<file path="src/rtl/keypad_scan_display.sv">
// Multiplexed 7-segment driver fed by a keypad entry buffer: digit 0 holds the newest key,
// older digits shift upward, and the buffer is scanned onto active-low enables and segments.
module keypad_scan_display #(
    parameter int DIGITS   = 8,
    parameter int SCAN_CNT = 20000,
    localparam int CW      = $clog2(DIGITS + 1)
) (
    input  logic                  clk,
    input  logic                  rst,
    input  logic                  key_valid,
    input  logic [1:0]            key_op,
    input  logic [3:0]            key_num,
    output logic [DIGITS-1:0]     led_en,
    output logic [7:0]            led_cx,
    output logic [4*DIGITS-1:0]   value,
    output logic [CW-1:0]         count,
    output logic                  full,
    output logic                  err
);

    localparam int IW = $clog2(DIGITS);
    localparam int SW = $clog2(SCAN_CNT + 1);

    localparam logic [1:0] OP_PUSH  = 2'b00;
    localparam logic [1:0] OP_BKSP  = 2'b01;
    localparam logic [1:0] OP_CLEAR = 2'b10;
    localparam logic [1:0] OP_DP    = 2'b11;

    // Segment pattern {a..g,dp}, active-low, decimal point off.
    function automatic logic [7:0] hex_seg(input logic [3:0] d);
        logic [7:0] s;
        case (d)
            4'h0:    s = 8'h03;
            4'h1:    s = 8'h9F;
            4'h2:    s = 8'h25;
            4'h3:    s = 8'h0D;
            4'h4:    s = 8'h99;
            4'h5:    s = 8'h49;
            4'h6:    s = 8'h41;
            4'h7:    s = 8'h1F;
            4'h8:    s = 8'h01;
            4'h9:    s = 8'h19;
            4'hA:    s = 8'h11;
            4'hB:    s = 8'hC1;
            4'hC:    s = 8'hE5;
            4'hD:    s = 8'h85;
            4'hE:    s = 8'h61;
            4'hF:    s = 8'h71;
            default: s = 8'hFF;
        endcase
        return s;
    endfunction

    logic [SW-1:0]            cnt_r;
    logic [IW-1:0]            idx_r;
    logic [IW-1:0]            next_idx_s;
    logic                     tick_s;
    logic [DIGITS-1:0]        led_en_r;
    logic [7:0]               led_cx_r;
    logic [DIGITS-1:0]        next_en_s;
    logic [7:0]               next_cx_s;
    logic [7:0]               hex_s;
    logic [DIGITS-1:0][3:0]   digit_r;
    logic [DIGITS-1:0]        dp_r;
    logic [CW-1:0]            count_r;
    logic                     err_r;
    logic [4*DIGITS-1:0]      value_s;

    // Scan tick and the digit position it will select.
    always_comb begin
        tick_s = (cnt_r == SW'(SCAN_CNT));
        if (idx_r == IW'(DIGITS - 1)) begin
            next_idx_s = '0;
        end else begin
            next_idx_s = idx_r + IW'(1);
        end
    end

    // Enable and segment pattern for the next position, taken from the pre-op buffer.
    always_comb begin
        next_en_s             = '1;
        next_en_s[next_idx_s] = 1'b0;
        hex_s                 = hex_seg(digit_r[next_idx_s]);
        if (CW'(next_idx_s) < count_r) begin
            next_cx_s = {hex_s[7:1], ~dp_r[next_idx_s]};
        end else if ((count_r == '0) && (next_idx_s == '0)) begin
            next_cx_s = 8'h03;
        end else begin
            next_cx_s = 8'hFF;
        end
    end

    // Scan counter, position index and the registered display outputs.
    always_ff @(posedge clk or negedge rst) begin
        if (!rst) begin
            cnt_r    <= SW'(1);
            idx_r    <= IW'(DIGITS - 1);
            led_en_r <= '1;
            led_cx_r <= 8'hFF;
        end else if (tick_s) begin
            cnt_r    <= SW'(1);
            idx_r    <= next_idx_s;
            led_en_r <= next_en_s;
            led_cx_r <= next_cx_s;
        end else begin
            cnt_r    <= cnt_r + SW'(1);
        end
    end

    // Entry buffer; err flags a rejected key op for the following cycle only.
    always_ff @(posedge clk or negedge rst) begin
        if (!rst) begin
            digit_r <= '0;
            dp_r    <= '0;
            count_r <= '0;
            err_r   <= 1'b0;
        end else begin
            err_r <= 1'b0;
            if (key_valid) begin
                case (key_op)
                    OP_PUSH: begin
                        if (count_r < CW'(DIGITS)) begin
                            digit_r <= {digit_r[DIGITS-2:0], key_num};
                            dp_r    <= {dp_r[DIGITS-2:0], 1'b0};
                            count_r <= count_r + CW'(1);
                        end else begin
                            err_r   <= 1'b1;
                        end
                    end
                    OP_BKSP: begin
                        if (count_r != '0) begin
                            digit_r <= {4'h0, digit_r[DIGITS-1:1]};
                            dp_r    <= {1'b0, dp_r[DIGITS-1:1]};
                            count_r <= count_r - CW'(1);
                        end else begin
                            err_r   <= 1'b1;
                        end
                    end
                    OP_CLEAR: begin
                        digit_r <= '0;
                        dp_r    <= '0;
                        count_r <= '0;
                    end
                    OP_DP: begin
                        if (count_r != '0) begin
                            dp_r[0] <= ~dp_r[0];
                        end else begin
                            err_r   <= 1'b1;
                        end
                    end
                    default: begin
                        err_r <= 1'b0;
                    end
                endcase
            end else begin
                err_r <= 1'b0;
            end
        end
    end

    // Packed value with positions beyond the entered count forced to zero.
    always_comb begin
        value_s = '0;
        for (int i = 0; i < DIGITS; i++) begin
            if (CW'(i) < count_r) begin
                value_s[4*i +: 4] = digit_r[i];
            end else begin
                value_s[4*i +: 4] = 4'h0;
            end
        end
    end

    assign led_en = led_en_r;
    assign led_cx = led_cx_r;
    assign value  = value_s;
    assign count  = count_r;
    assign full   = (count_r == CW'(DIGITS));
    assign err    = err_r;

endmodule

</file>
<file path="config.mk">
export PLATFORM = sky130hd
export DESIGN_NAME = keypad_scan_display
export DESIGN_NICKNAME = d
export VERILOG_FILES = /design/src/rtl/keypad_scan_display.sv
export SDC_FILE = /design/constraint.sdc
export NUM_CORES = 1
export LEC_CHECK = 0
export CORE_ASPECT_RATIO = 0.8
export CORE_MARGIN = 2
export CORE_UTILIZATION = 45
export DETAILED_ROUTE_END_ITERATION = 16
export HOLD_SLACK_MARGIN = 0.06
export PLACE_DENSITY = 0.66
export SLEW_MARGIN = 20
export SYNTH_ARGS = -nofsm -noshare
export SYNTH_HDL_FRONTEND = slang
export SYNTH_SLANG_ARGS = --single-unit
</file>
<file path="constraint.sdc">
create_clock -name clk -period 3.9 [get_ports clk]
set_input_delay 0.39 -clock clk [delete_from_list [all_inputs] [get_ports clk]]
set_output_delay 0.39 -clock clk [all_outputs]
set_load 0.01 [all_outputs]
</file>
==> impl_results.md, run 1 <==
- Drt first pass iters: 5
- Setup slack, reg-to-reg: 0.44 ns
- CORE AREA: 10200 µm²
- Average size of a mapped cell: 9.28 µm²
- Synth Warn #: 0
- Slew headroom: 48.7%
- Antenna-violating nets left: 0
- Register area share after synthesis: 42.5%
- DP HPWL: 8510 µm
- Yosys reg bits: 79
- CP cell instances: ha_1 > ha_1 > nor2_1 > mux4_2 > mux2_2 > inv_1 > ha_1 > mux4_2 > nand3_1 > o31ai_1 > o31ai_1
- CP Capture Type: flop
- Fraction of layout cells with a size suffix above 1: 11.8%
- Synth top area share: 31.3%
- RePlAce Congestion: 0.883
- Setup crit start kind: flop
- Fmax: 289 MHz
- Syn nets: 539
- Synth Flop Type: dfrtp_1
- Power density over the cells: 649 nW/µm²
- Final Setup Violations: 0
- Leak: 2.31 nW
- Hold Path Class: in2async
- Final Max Slew Viols: 0
- Initial Util: 46.0%
- CTS tree: done
- Initial antenna violation count: 0
- Crit-path most repeated cell: ha_1
- Hold Violations, Final: 0
- Crit Path Class: reg2reg
- Post-layout instance area: 5750 µm²
- ANT cells: 0
- Largest net degree at the start of global routing: 80
- Clock Tree Root: clkbuf_16
- Setup Skew: 0.00728 ns
- Vias per Instance: 5.89
- Critical Path AT: 3.71 ns
- Final #Nets: 585
- Min Tclk post-route: 3.46 ns
- Unrepaired setup endpoints after global routing: false
- Avg WL per Cell: 17.9 µm
- Asr flop ratio synth: 100%
- CTS sink cnt: 79
- DRC: 0
- Die Footprint: 11300 µm²
- Inst Count DP: 683
- CTS buffer count: 9
- Total power: 3.73 mW
- CP delay by family, top: multiplexers
- IO Pins: 63
- CP max FO: 10
- Initial drt markers: 360
- Syn Inst Count: 508
- Maxcap violations: 0
- Slowest CP cell: mux4_2
- Worst-Skew Late Latency: 0.34 ns
- Worst Hold Slack: 0.0493 ns
- Top cells by area, synth: dfrtp_1 31%, dfstp_2 11%, nor2_1 7.0%, a221oi_1 6.3%, ha_1 5.8%
- Final global-route overflow total: 0
- GRT Total Usage: 22.8%
- First-pass GRT wire length: 20400 µm
- Maximum vdd drop: 0.297 mV
- Least-Margin Pin Slew: 0.770 ns
- Die W: 118 µm
- Post-cts resize count: 0
- Cts-stage hold buffer count: 0
- CP peak stage delay: 0.56 ns
- Mapped Area: 4710 µm²
- DIE HEIGHT: 95.5 µm
- EDFF count, synth: 0
- Critical Path RT: 4.15 ns
- Final WL: 12500 µm
- Vias: 4115
- Area Growth Syn to Fin: 22.0%
- H-tree Lvls: 3
- Status: complete, no violations
- Filler Cells Inserted: 935
- Setup TNS: 0 ns
- # rows: 33
- Synth area leader: dfrtp_1
- CTS clock-pin slew for the worst setup and hold paths: 0.06 ns
- Clock tree buffer depth: 2
- Setup Buffers After CTS: 0
- Layout Cells excl Fill: 699
- Vias in the first global route: 3861
- Post-DP Area: 5450 µm²
- WP buf/inv: 1
- Port bufs: 62
- Post-synth cell types: 64
- Final Cycle Share: 88.8%
## power by group
part / total, mW / switching [mW] / internal [mW]
clock network: 0.844 / 0.346 / 0.498
registers: 1.33 / 0.312 / 1.01
logic: 1.56 / 0.806 / 0.754
## per-stage QoR
step | util [%] | setup slack, ns
after detailed placement | 53.2 | 0.455
final | 56.1 | 0.437
after CTS | 56.1 | 0.427
after global placement | 53.2 | 0.604
after floorplan | - | 0.521
after global routing | 56.1 | 0.215
## cell usage after synthesis, types with 2 or more instances
library cell  instances
and3_1                2
o311a_1               3
o21ai_1               2
nand4_1               4
a32oi_1               2
and2_1                6
a21oi_1              13
mux4_2                5
nor2b_1              30
nand3_1              19
a221oi_1             34
clkbuf_1             30
ha_1                 22
buf_6                 2
o22ai_1               2
mux2_2                5
nor2_1               88
nand2_1              40
o21a_1                3
buf_2                 3
a41oi_1               4
o211ai_1              5
a21o_1                2
xnor2_1               9
xor2_1                3
nor3_1                5
a31oi_1               8
or3_1                 2
o31ai_1               3
or2_2                 3
mux2i_1               8
dfrtp_1              59
nor3b_1               2
a22oi_1               5
inv_1                15
o21ai_0              13
dfstp_2              20
## state kept, by name, indices dropped and copies added (netlist names)
signal   cells
cnt_r       15
count        4
digit_r     32
dp_r         8
err          1
idx_r        3
led_cx       8
led_en       8
## layout by cell type (no fill, tap or decap), drive strengths merged, types with 9 or more instances in the layout
master / count
a21oi: 13
a221oi: 34
buf: 10
clkbuf: 10
clkdlybuf4s50: 61
dfrtp: 59
dfstp: 20
ha: 22
inv: 16
nand2: 40
nand3: 19
nor2: 88
nor2b: 30
o21ai: 15
xnor2: 9
## worst paths after layout
path                          start          end  cells after the start
max                        idx_r[0]    led_cx[4]                     11
min                             rst  digit_r[10]                      1
max reg2reg                idx_r[0]    led_cx[4]                     11
min reg2reg                idx_r[2]     idx_r[2]                      2
max in group asynchronous       rst   digit_r[8]                      1
min in group clk           idx_r[2]     idx_r[2]                      2
## area by class of cell
type	instances	area (µm²)	share of cell area, %
Inverter	16	60.1	1.04
Clock inverter	6	68.8	1.20
Timing Repair Buffer	71	689	12.0
Multi-Input combinational cell	377	2520	43.9
Tap cell	140	175	3.05
Sequential cell	79	2000	34.8
Clock buffer	10	229	3.98
## cells by family (layout without fill, tap and decap cells)
family / after synthesis / count (layout) / synth area share (%)
mux: 18 / 18 / 5.28
xor+xnor: 12 / 12 / 2.23
flops: 79 / 79 / 42.5
buf+inv: 52 / 103 / 4.54
compound gates: 112 / 112 / 18.0
fa+ha+maj: 22 / 22 / 5.84
simple gates: 213 / 213 / 21.7
## layer usage
metal | wire [µm] | track usage, % | share of wire, % | vias up
met5 | 0 | 0 | 0 | -
met2 | 5610 | 35.2 | 45 | 174
met4 | 140 | 6.25 | 1.1 | 0
met3 | 892 | 3.95 | 7.1 | 15
met1 | 5870 | 33.3 | 47 | 2014
li1 | - | - | - | 1912
Note: power is estimated with default switching activity, not from simulation.
==> run 2, diff against run 1 <==
Settings changed: CORE_ASPECT_RATIO 0.8 to 0.5, CORE_UTILIZATION 45 to 30, PLACE_DENSITY 0.66 to 0.48, TNS_END_PERCENT set to 5.
==> run 2 against run 1 <==
Against the previous run: setup slack better by 0.044 ns; critical endpoint unchanged; via count is 3.7% lower; flip-flop and latch count is the same; combinational power increased by 4%; wire length is 9.0% higher; highest routed layer unchanged; non-clock buffer count rose by 1; register-to-register slack improved by 0.04 ns; count of clock-buffer cells in the layout decreased by 1; worst hold slack improved by 0.019 ns; die area up 48%; total power increased by 3.7%.
==> impl_results.md, run 2 (synthesis gave the netlist of run 1 again) <==
- Inst Count DP: 748 (+9.5%)
- Vias per Instance: 5.19 (-12%)
- First-pass GRT wire length: 22400 µm (+10%)
- Switch share: 39.5% (+0.27 points)
- Final Max Slew Viols: 0 (unchanged)
- Initial antenna violation count: 0 (unchanged)
- Int Pwr: 2.34 mW (+3.3%)
- Status: complete, no violations
- Crit path capture: led_cx[4]
- Reg2Reg Launch Point: idx_r[0]
- Filler Cells Inserted: 1591 (+70%)
- # rows: 32 (-3.0%)
- Vias: 3963 (-3.7%)
- Setup Skew: 0.00929 ns (+0.00201 ns)
- Maximum vdd drop: 0.271 mV (-8.8%)
- Setup crit start kind: flop
- Clock tree buffer depth: 2 (unchanged)
- Clock Tree Root: clkbuf_16
- Commonest non-fill, non-tap cell in the layout: nor2_1
- CTS tree: done
- ANT cells: 0 (unchanged)
- Switch Pwr: 1.53 mW (+4.4%)
- Worst Hold Slack: 0.0685 ns (+0.0192 ns)
- Critical Path AT: 3.67 ns (-0.04 ns)
- DIE HEIGHT: 92.6 µm (-3.0%)
- Final global-route overflow total: 0 (unchanged)
- CORE AREA: 15400 µm² (+50%)
- Final #Nets: 586 (+0.17%)
- RePlAce Congestion: 0.817 (-7.6%)
- Fraction of layout cells with a size suffix above 1: 12.1% (+0.34 points)
- CTS sink cnt: 79 (unchanged)
- Worst-Skew Late Latency: 0.34 ns (about the same)
- Power density over the cells: 659 nW/µm² (+1.6%)
- Commonest cells after routing, fill and taps aside: 88 x nor2_1, 61 x clkdlybuf4s50_1, 59 x dfrtp_1
- Hold Path Class: in2async
- CTS clock-pin slew for the worst setup and hold paths: 0.07 ns (about the same)
- Initial drt markers: 267 (-26%)
- Die Footprint: 16800 µm² (+48%)
- Unrepaired setup endpoints after global routing: false
- Cts-stage hold buffer count: 0 (unchanged)
- Layout Cells excl Fill: 764 (+9.3%)
- Min Tclk post-route: 3.42 ns (-0.0438 ns)
- CTS buffer count: 9 (unchanged)
- Port bufs: 62 (unchanged)
- Setup TNS: 0 ns (unchanged)
- H-tree Lvls: 3 (unchanged)
- Fmax: 292 MHz (+1.3%)
- CP max FO: 10 (unchanged)
- Die W: 181 µm (+53%)
- CP Capture Type: flop
- Comb power frac: 41.8% (about the same)
- Max reg flops: 32 (unchanged)
- Antenna-violating nets left: 0 (unchanged)
- Final Cycle Share: 87.7% (-1.1 points)
- Crit Path Class: reg2reg
- Critical Path RT: 4.15 ns (about the same)
- Final Setup Violations: 0 (unchanged)
- Setup Buffers After CTS: 0 (unchanged)
- Drt first pass iters: 4 (-1)
- Crit path launch: idx_r[0]
- Most flop-heavy register: digit_r
- R2R cell count: 11 (unchanged)
- Flop pwr share: 34.3% (-1.3 points)
- Total power: 3.87 mW (+3.7%)
- Avg WL per Cell: 17.9 µm (-0.29%)
- Largest net degree at the start of global routing: 80 (unchanged)
- Initial Util: 30.7% (-15 points)
- Setup slack, reg-to-reg: 0.48 ns (+0.04 ns)
- Post-cts resize count: 0 (unchanged)
- Reg2reg end: led_cx[4]
- Maxcap violations: 0 (unchanged)
- DRC: 0 (unchanged)
- Area Growth Syn to Fin: 24.6%
- Vias in the first global route: 4033 (+4.5%)
- Slew headroom: 45.2% (-3.5 points)
- Least-Margin Pin Slew: 0.822 ns (+0.0520 ns)
- Hold Violations, Final: 0 (unchanged)
- Final WL: 13600 µm (+9.0%)
- GRT Total Usage: 17.1% (-5.8 points)
- Clock network power share: 23.8% (+1.2 points)
- Top Registers: digit_r: 32 flops, cnt_r: 15 flops
- Leak: 2.34 nW (+1.5%)
- IO Pins: 63 (unchanged)
- DP HPWL: 9460 µm (+11%)
[run 2: cell types whose count changed in the layout (fill, tap and decap cells not counted), sizes merged]
| cell | delta |
|---|---|
| buf | +1 |
| bufinv | +1 |
| clkbuf | -1 |
| clkinv | +3 |
| clkinvlp | -3 |
[run 2: worst min path at each step]
| stage | endpoint | slack [ns] |
|---|---|---|
| 2_1_floorplan | cnt_r[10] | 0.09 |
| 3_3_place_gp | cnt_r[0] | 0.46 |
| 3_5_place_dp | cnt_r[0] | 0.46 |
| 4_1_cts | digit_r[28] | 0.28 |
| 5_1_grt | digit_r[28] | 0.12 |
| 6_report | digit_r[28] | 0.07 |
[run 2: per-layer routing]
metal	GRT usage (%)	share of wire, %
met4	4.40	0.64
met1	25.7	53
met3	3.07	3.7
met5	0	0
met2	24.9	43
[run 2: area by class of cell]
type                       instances  area [µm²]  share of cell area (%)
tap                              204         255                    4.35
inverter                          16        60.1                    1.02
clock inverter                     7        95.1                    1.62
multi-input combinational        377        2520                    43.0
sequential                        79        2000                    34.1
clock buffer                       9         225                    3.84
timing repair buffer              72         709                    12.1
[run 2: power groups by stage]
| stage | clock, mW | combinational, mW | sequential, mW |
|---|---|---|---|
| floorplan | 0 | 0.959 | 1.20 |
| global placement | 0 | 1.62 | 1.36 |
| detailed placement | 0 | 1.61 | 1.34 |
| CTS | 0.941 | 1.63 | 1.33 |
| global route | 0.976 | 1.77 | 1.36 |
| finish | 0.923 | 1.62 | 1.33 |
[run 2: stage by stage]
stage | utilization, % | setup WS [ns] | area, µm²
floorplan | - | 0.521 | 4710
global placement | 36.1 | 0.608 | 5550
detailed placement | 36.1 | 0.465 | 5550
CTS | 38.2 | 0.477 | 5870
global route | 38.2 | 0.228 | 5870
finish | 38.2 | 0.480 | 5870
[run 2: critical path, stage by stage, from the launching register on]
cell and delay [ns]:
dfstp_2 0.41, ha_1 0.21, ha_1 0.25, nor2_1 0.38
mux4_2 0.58, mux2_2 0.34, inv_1 0.15, ha_1 0.33
mux4_2 0.31, nand3_1 0.09, o31ai_1 0.08, o31ai_1 0.21
==> run 3, diff against run 2 <==
Settings changed: CORE_MARGIN 2 to 8, CTS_BUF_LIST set to sky130_fd_sc_hd__clkbuf_16.
==> run 3 against run 2 <==
Against the previous run: worst hold slack better by 0.070 ns; non-clock buffer count increased by 3; setup slack improved by 0.0082 ns; first-iteration DRC count is 43% higher; via count rose by 0.58%; register-to-register slack hardly changed; global-route usage is 3.1 points lower; cell count increased by 0.39%; fmax rose by 0.24%; sequential share of layout area is essentially flat; wire length up 2.3%; flip-flop and latch count stayed put.
==> impl_results.md, run 3 (synthesis gave the netlist of run 1 again) <==
- Status: complete, no violations
- Area Growth Syn to Fin: 24.6% (about the same)
- DP HPWL: 9860 µm (+4.2%)
- Commonest cells after routing, fill and taps aside: 88 x nor2_1, 61 x clkdlybuf4s50_1, 59 x dfrtp_1
- Fraction of layout cells with a size suffix above 1: 12.3% (+0.11 points)
- CTS clock-pin slew for the worst setup and hold paths: 0.07 ns (about the same)
- Critical Path AT: 3.65 ns (-0.02 ns)
- CP max FO: 10 (unchanged)
- Initial Util: 30.7% (unchanged)
- Vias per Instance: 5.20 (+0.19%)
- Maxcap violations: 0 (unchanged)
- Switch Pwr: 1.51 mW (-1.5%)
- Most flop-heavy register: digit_r
- Drt first pass iters: 5 (+1)
- Setup Buffers After CTS: 0 (unchanged)
- DIE HEIGHT: 105 µm (+13%)
- Worst Hold Slack: 0.139 ns (+0.0700 ns)
- Clock Tree Root: clkbuf_16
- Final global-route overflow total: 0 (unchanged)
- DRC: 0 (unchanged)
- Avg WL per Cell: 18.2 µm (+1.9%)
- Post-layout instance area: 5870 µm² (about the same)
- Clock network power share: 23.3% (-0.5 points)
- Final Max Slew Viols: 0 (unchanged)
- Least-Margin Pin Slew: 0.799 ns (-0.0226 ns)
- Worst-Skew Late Latency: 0.33 ns (about the same)
- Switch share: 39.3% (-0.26 points)
- CTS sink cnt: 79 (unchanged)
- Post-DP Area: 5560 µm² (+0.18%)
- Final WL: 14000 µm (+2.3%)
- Setup TNS: 0 ns (unchanged)
- Comb power frac: 42.3% (+0.5 points)
- Setup Skew: 0.00908 ns (-0.000207 ns)
- Min Tclk post-route: 3.41 ns (-0.00819 ns)
- IO Pins: 63 (unchanged)
- Critical Path RT: 4.14 ns (about the same)
- ANT cells: 0 (unchanged)
- Slew headroom: 46.7% (+1.5 points)
- Vias: 3986 (+0.58%)
- Commonest non-fill, non-tap cell in the layout: nor2_1
- Die W: 193 µm (+6.6%)
- Initial drt markers: 381 (+43%)
- Clock tree buffer depth: 2 (unchanged)
- # rows: 32 (unchanged)
- Flop pwr share: 34.4% (about the same)
- Post-cts resize count: 0 (unchanged)
- Unrepaired setup endpoints after global routing: false
- GRT Total Usage: 14.0% (-3.1 points)
- Die Footprint: 20200 µm² (+20%)
- Final Cycle Share: 87.5% (-0.21 points)
- CORE AREA: 15400 µm² (unchanged)
- CTS buffer count: 9 (unchanged)
- Vias in the first global route: 3968 (-1.6%)
- Largest net degree at the start of global routing: 61 (-24%)
- Fmax: 293 MHz (+0.24%)
- Filler Cells Inserted: 1577 (-0.88%)
- Hold Path Class: in2async
- Final Setup Violations: 0 (unchanged)
- Final #Nets: 589 (+0.51%)
- RePlAce Congestion: 0.806 (-1.3%)
- First-pass GRT wire length: 23100 µm (+2.8%)
- CP Capture Type: flop
- Leak: 2.36 nW (+0.63%)
- Power density over the cells: 654 nW/µm² (-0.83%)
- H-tree Lvls: 3 (unchanged)
- Setup crit start kind: flop
- Int Pwr: 2.33 mW (-0.38%)
- Antenna-violating nets left: 0 (unchanged)
- CTS tree: done
- Cts-stage hold buffer count: 0 (unchanged)
- Crit Path Class: reg2reg
- Maximum vdd drop: 0.342 mV (+26%)
- Initial antenna violation count: 0 (unchanged)
- Top Registers: digit_r: 32 flops, cnt_r: 15 flops
- Max reg flops: 32 (unchanged)
- Port bufs: 62 (unchanged)
- Hold Violations, Final: 0 (unchanged)
[run 3: cell count changes in the layout (fill, tap and decap cells not counted), sizes merged]
cell,previous run,this run
inv,16,17
buf,11,14
clkinvlp,1,0
[run 3: stage by stage]
step | util, % | power, mW | worst slack [ns] | instances
floorplan | - | 2.16 | 0.521 | 508
global placement | 36.1 | 2.97 | 0.659 | 751
global route | 38.2 | 4.10 | 0.248 | 767
CTS | 38.2 | 3.88 | 0.511 | 767
detailed placement | 36.1 | 2.96 | 0.530 | 751
finish | 38.2 | 3.84 | 0.489 | 767
[run 3: cell type report]
| cell class | instances | area (µm²) | share of cell area (%) |
|---|---|---|---|
| multi-input combinational | 377 | 2520 | 43.0 |
| sequential | 79 | 2000 | 34.1 |
| timing repair buffer | 75 | 716 | 12.2 |
| tap | 204 | 255 | 4.35 |
| clock buffer | 9 | 225 | 3.84 |
| clock inverter | 7 | 90.1 | 1.53 |
| inverter | 16 | 60.1 | 1.02 |
[run 3: worst max-delay path: stages, from the launching register on]
cell,delay [ns]
dfstp_2,0.41
ha_1,0.21
ha_1,0.24
nor2_1,0.16
buf_4,0.20
mux4_2,0.51
mux2i_1,0.15
buf_4,0.19
inv_1,0.09
ha_1,0.44
mux4_2,0.35
nand3_1,0.09
o31ai_1,0.08
o31ai_1,0.21
[run 3: worst paths after layout]
kind | start | to | slack [ns] | cells after the start
worst max-delay path | idx_r[0] | led_cx[4] | 0.49 | 13
worst min register to register | cnt_r[0] | cnt_r[0] | 0.47 | 1
worst max register to register | idx_r[0] | led_cx[4] | 0.49 | 13
max in group asynchronous | rst | led_en[1] | 2.91 | 2
min in group clk | cnt_r[0] | cnt_r[0] | 0.47 | 1
worst min-delay path | rst | digit_r[29] | 0.14 | 1
[run 3: routing by layer]
layer,vias to the layer above,GRT usage (%),part of all wire (%)
met5,-,0,0
li1,1930,-,-
met4,0,2.57,0.52
met2,84,21.0,44
met3,5,3.07,3.5
met1,1967,20.3,52
[run 3: power by group through the flow]
stage | combinational [mW] | clock [mW] | sequential [mW]
after CTS | 1.64 | 0.922 | 1.32
after floorplan | 0.959 | 0 | 1.20
final | 1.62 | 0.896 | 1.32
after global routing | 1.79 | 0.958 | 1.36
after detailed placement | 1.62 | 0 | 1.33
after global placement | 1.63 | 0 | 1.35
